**src/rtl/serial_bin_pkg.sv**
```systemverilog
// Shared definitions for the serial binary transmitter and its mod-5 checkers.
// Contents: transmitter state enum, residue width, and the mod-5 residue step.
package serial_bin_pkg;

  typedef enum logic {IDLE, SHIFT} state_t;

  localparam int unsigned RES_W = 3;

  // Returns (2*res + data_bit) mod 5 for res in 0..4. The sum is at most 9,
  // so a single conditional subtract of 5 fully reduces it.
  function automatic logic [RES_W-1:0] mod5_step(input logic [RES_W-1:0] res,
                                                 input logic             data_bit);
    logic [RES_W:0] sum;
    sum = {res, data_bit};
    if (sum >= (RES_W+1)'(5)) begin
      sum = sum - (RES_W+1)'(5);
    end
    return RES_W'(sum);
  endfunction

endpackage

```
**src/rtl/serial_mod5_step.sv**
```systemverilog
// Combinational residue-update slice: next_res_c = (2*res + data_bit) mod 5.
// Ports:
//   res        - current residue, 0..4
//   data_bit   - incoming serial bit
//   next_res_c - updated residue, 0..4
module serial_mod5_step
  import serial_bin_pkg::*;
(
  input  logic [RES_W-1:0] res,
  input  logic             data_bit,
  output logic [RES_W-1:0] next_res_c
);

  assign next_res_c = mod5_step(res, data_bit);

endmodule

```
**src/rtl/serial_bin_tx.sv**
```systemverilog
// MSB-first serial transmitter with framing strobes and a divisible-by-5 flag.
// Ports:
//   clk        - rising-edge clock
//   rst        - synchronous reset, active low
//   din        - parallel word, sampled only on a transfer edge
//   din_valid  - din holds a word to send
//   din_ready  - word accepted this cycle (idle, or on the LSB of the current word)
//   serial_op  - current serial bit, MSB first
//   bit_valid  - serial_op carries a word bit
//   first      - serial_op is the MSB of a word
//   last       - serial_op is the LSB of a word
//   div5       - with last: the word just sent is a multiple of 5
module serial_bin_tx
  import serial_bin_pkg::*;
#(
  parameter int unsigned WIDTH = 8
) (
  input  logic             clk,
  input  logic             rst,
  input  logic [WIDTH-1:0] din,
  input  logic             din_valid,
  output logic             din_ready,
  output logic             serial_op,
  output logic             bit_valid,
  output logic             first,
  output logic             last,
  output logic             div5
);

  localparam int unsigned CNT_W = (WIDTH > 2) ? $clog2(WIDTH) : 1;
  localparam logic [CNT_W-1:0] CNT_TOP = CNT_W'(WIDTH - 1);

  state_t           state_q, state_d;
  logic [CNT_W-1:0] cnt_q, cnt_d;
  logic [WIDTH-1:0] sr_q, sr_d;
  logic [RES_W-1:0] res_q, res_d;
  logic [RES_W-1:0] step_res;
  logic             xfer;

  // Residue including the bit currently on the line.
  serial_mod5_step u_step (
    .res        (res_q),
    .data_bit   (serial_op),
    .next_res_c (step_res)
  );

  // Moore outputs, decoded from registers only.
  assign din_ready = (state_q == IDLE) || (cnt_q == '0);
  assign xfer      = din_valid && din_ready;
  assign bit_valid = (state_q == SHIFT);
  assign serial_op = bit_valid && sr_q[WIDTH-1];
  assign first     = bit_valid && (cnt_q == CNT_TOP);
  assign last      = bit_valid && (cnt_q == '0);
  assign div5      = last && (step_res == '0);

  // State, counter, shift and residue registers.
  always_ff @(posedge clk) begin
    if (!rst) begin
      state_q <= IDLE;
      cnt_q   <= '0;
      sr_q    <= '0;
      res_q   <= '0;
    end else begin
      state_q <= state_d;
      cnt_q   <= cnt_d;
      sr_q    <= sr_d;
      res_q   <= res_d;
    end
  end

  // Next-state: a transfer (including back-to-back on the LSB) reloads
  // everything; otherwise shift one bit and fold it into the residue.
  always_comb begin
    state_d = state_q;
    cnt_d   = cnt_q;
    sr_d    = sr_q;
    res_d   = res_q;
    if (xfer) begin
      state_d = SHIFT;
      cnt_d   = CNT_TOP;
      sr_d    = din;
      res_d   = '0;
    end else if (state_q == SHIFT) begin
      sr_d  = {sr_q[WIDTH-2:0], 1'b0};
      res_d = step_res;
      if (cnt_q == '0) begin
        state_d = IDLE;
      end else begin
        cnt_d = cnt_q - CNT_W'(1);
      end
    end
  end

endmodule

```
**config.mk**
```make
export PLATFORM = sky130hd
export DESIGN_NAME = serial_bin_tx
export DESIGN_NICKNAME = d
export VERILOG_FILES = /design/src/rtl/serial_bin_pkg.sv /design/src/rtl/serial_mod5_step.sv /design/src/rtl/serial_bin_tx.sv
export SDC_FILE = /design/constraint.sdc
export NUM_CORES = 1
export LEC_CHECK = 0
export ABC_AREA = 1
export BUFFER_PORTS_ARGS = -buffer_cell sky130_fd_sc_hd__buf_2
export CORE_UTILIZATION = 49
export CTS_CLUSTER_DIAMETER = 50
export CTS_CLUSTER_SIZE = 25
export DETAILED_ROUTE_END_ITERATION = 10
export GPL_ROUTABILITY_DRIVEN = 1
export HOLD_SLACK_MARGIN = 0.06
export MAX_ROUTING_LAYER = met4
export PLACE_DENSITY = 0.74
export SYNTH_ARGS = -nofsm -noshare
export SYNTH_HDL_FRONTEND = slang
export SYNTH_SLANG_ARGS = --single-unit
export TNS_END_PERCENT = 50
```
**constraint.sdc**
```tcl
create_clock -name clk -period 1.42 [get_ports clk]
set_clock_uncertainty 0.15 [all_clocks]
set_input_delay 0.284 -clock clk [delete_from_list [all_inputs] [get_ports clk]]
set_output_delay 0.284 -clock clk [all_outputs]
set_load 0.03 [all_outputs]
```
==> reports/qor.csv <==
metric,value,unit
fin_crit_sh,138,%
layout-drive-gt1-share,48.3,%
setup_viol,9,
cts_root_buf,clkbuf_4,
yosys_register_bits,15,
path_common_cell,nand3_2,
ant_nets,0,
critPathKind,register to output pin,
area_growth,47.1,%
p_clk_share,21.7,%
tns,-1.67,ns
drtIter0Drc,17,
fmax,0.511,GHz
grt_overflow,0,
worstSetupEndpointType,output pin,
slew_violations,0,
path_delay_family,simple AND/OR/NAND/NOR gates,
pwr-share-seq,41.8,%
p_int,766,uW
placed_cell_area,1200,um2
reg2reg_depth,11,
slew_headroom,78.4,%
p_switching,388,uW
grt_usage,22.2,%
wire_per_inst,11.2,um
first_pass_iters,4,
crit_arrival,1.52,ns
grt_pass1_wl,3270,um
synthTopCellsByArea,"dfxtp_1 31%, nand3_1 12%, nand2_1 10%",
grt_max_degree,15,
n_antenna_cell,0,
cts.sinks,15,
dieHeight,46.7,um
p_leak,0.000739,uW
via_count,1006,
via_per_inst,4.91,
synth.avg_cell_area,6.98,um2
io_pins,17,
slowest_delay,0.37,ns
synth_edf_count,0,
synthCells,140,
r2r_start,bit_valid$_SDFF_PN0_,
yosysSeqAreaShare,30.7,%
core,1800,um2
worst_pin_slew,0.325,ns
worstPathRequired,0.99,ns
clock_latency,0.29,ns
startpoint_type,register,
drc_errors,0,
holdBufCountCts,0,
yosysMostFrequentCell,nand2_1,
synth-warning-count,0,
antenna_found_initial,0,
synth.top_cell.area_share,30.7,%
ctsHtreeMaxLevel,1,
yosys.area.top_type,dfxtp_1,
fin_area,1440,um2
outcome,"finished, violations left",
pre_cts_ws,-0.280,ns
path_cells,"nand2_4, ha_4, inv_2, nor2_1, nand2_1, nand3_2, nand3_2, nor2_4, buf_6",
numCtsBuffers,3,
cts.path.max_buffers,2,
pwr_density_cell,803,nW/um2
yosys.cell_types.count,23,
whs_path_depth,3,
ff2ff_setup_slack,-0.13,ns
async_reset_ff_share,0,%
violations,setup timing,
critPathBufInv,2,
synth_fp_nets,155,
start_util,54.2,%
clk_pin_slew,0.09,ns
syn-cell-area,977,um2
rows,15,
swShare,33.6,%
hold_viol_final,0,
die_area,2180,um2
yosys-top-cells-count,"27 x nand2_1, 23 x nand3_1, 19 x nor2_1, 17 x inv_1, 15 x dfxtp_1",
total_power,1150,uW
gp_congestion,0.798,
die_w,46.7,um
drv_cap,0,
cts_tree,done,
grt_pass1_vias,814,
io_buffers,16,
hold_end,cnt_q[0]$_SDFFE_PN0P_,
hp-class,primary input to register,
place.detailed.hpwl,1490,um
crit_fanout,4,
fin_ws,-0.537,ns
reg2reg_to,res_q[0]$_SDFFE_PP0P_,
combPwrFrac,36.5,%
nets,196,
period_minus_slack,1.96,ns
min_from,rst,
routed_wl,2290,um
rsz0062_at_grt,yes,
crit_slowest_cell,dfxtp_4,
peakVddDrop,867,uV
synth_ff_type,dfxtp_1,
[layout make-up]
type	count	area [um2]
Tap cell	25	31.3
Sequential cell	15	310
Timing Repair Buffer	39	332
Inverter	24	114
Clock buffer	4	26.3
Fill cell	133	364
Multi-Input combinational cell	98	624
[layer usage]
metal,wire length [um],part of all wire (%),vias up,track usage (%)
met4,37,1.6,0,6.86
li1,-,-,525,-
met1,1000,44,457,25.2
met2,1180,51,17,36.1
met3,70,3.1,7,7.84
met5,0,0,-,-
[through the flow]
step	util (%)	cells	hold slack, ns
after floorplan	-	140	0.272
after global placement	66.8	194	0.319
after detailed placement	66.8	194	0.330
after CTS	75.1	201	0.111
after global routing	79.8	205	0.125
final	79.8	205	0.131
[cells in the final DEF, fill, tap and decap left out, types with 2 or more instances in the layout]
cell type and n:
nand2_4 5, nand2_2 3, o21ai_0 2, nor2_1 16, nand2_8 2, inv_2 7
nor2_2 7, dfxtp_1 9, nand2_1 24, a21oi_2 2, nand3_2 5, clkbuf_4 3
nand3_1 19, buf_6 9, buf_4 18, a21oi_1 5, dfxtp_2 5, inv_1 12
ha_4 3, buf_2 10, inv_4 2
[power groups by stage]
stage          sequential (uW)  combinational [uW]  clock, uW
6_report                   483                 422        250
5_1_grt                    485                 461        271
4_1_cts                    481                 377        256
3_5_place_dp               486                 324          0
3_3_place_gp               485                 315          0
2_1_floorplan              488                 237          0
[tightest hold or removal path, delay by kind of cell]
kind	cells	cell delay, ns
buffers and inverters	1	0.14
AOI/OAI and AO/OA	2	0.12
[flip-flops by register name (all words and copies together) (netlist names)]
register   count
bit_valid      1
cnt_q          3
res_q          3
sr_q           8
[how the worst max path moves through the flow]
| stage | from | to | slack [ns] | depth (start not counted) |
|---|---|---|---|---|
| 5_1_grt | bit_valid$_SDFF_PN0_ | div5 | -0.61 | 9 |
| 4_1_cts | bit_valid$_SDFF_PN0_ | div5 | -0.50 | 9 |
| 3_5_place_dp | res_q[0]$_SDFFE_PP0P_ | div5 | -0.28 | 9 |
| 3_3_place_gp | res_q[0]$_SDFFE_PP0P_ | div5 | -0.24 | 9 |
| 2_1_floorplan | bit_valid$_SDFF_PN0_ | div5 | -0.34 | 8 |
| 6_report | bit_valid$_SDFF_PN0_ | div5 | -0.54 | 9 |
[logic make-up (layout without fill, tap and decap cells)]
group                      Yosys count  count (layout)  synth area share, %
adders and majority gates            4               4                 5.12
and+or+nand+nor                     82              83                 40.6
buffers and inverters               28              67                 16.9
AOI/OAI and AO/OA                   11              11                 6.66
DFF                                 15              15                 30.7
[what timing repair did]
item,4_1_cts,5_1_grt
buffers inserted,4,3
gates resized for setup,31,14
cloned,0,2
pin swaps,10,3
setup endpoints to repair,11,18
Power figures use the tool's default switching activity.
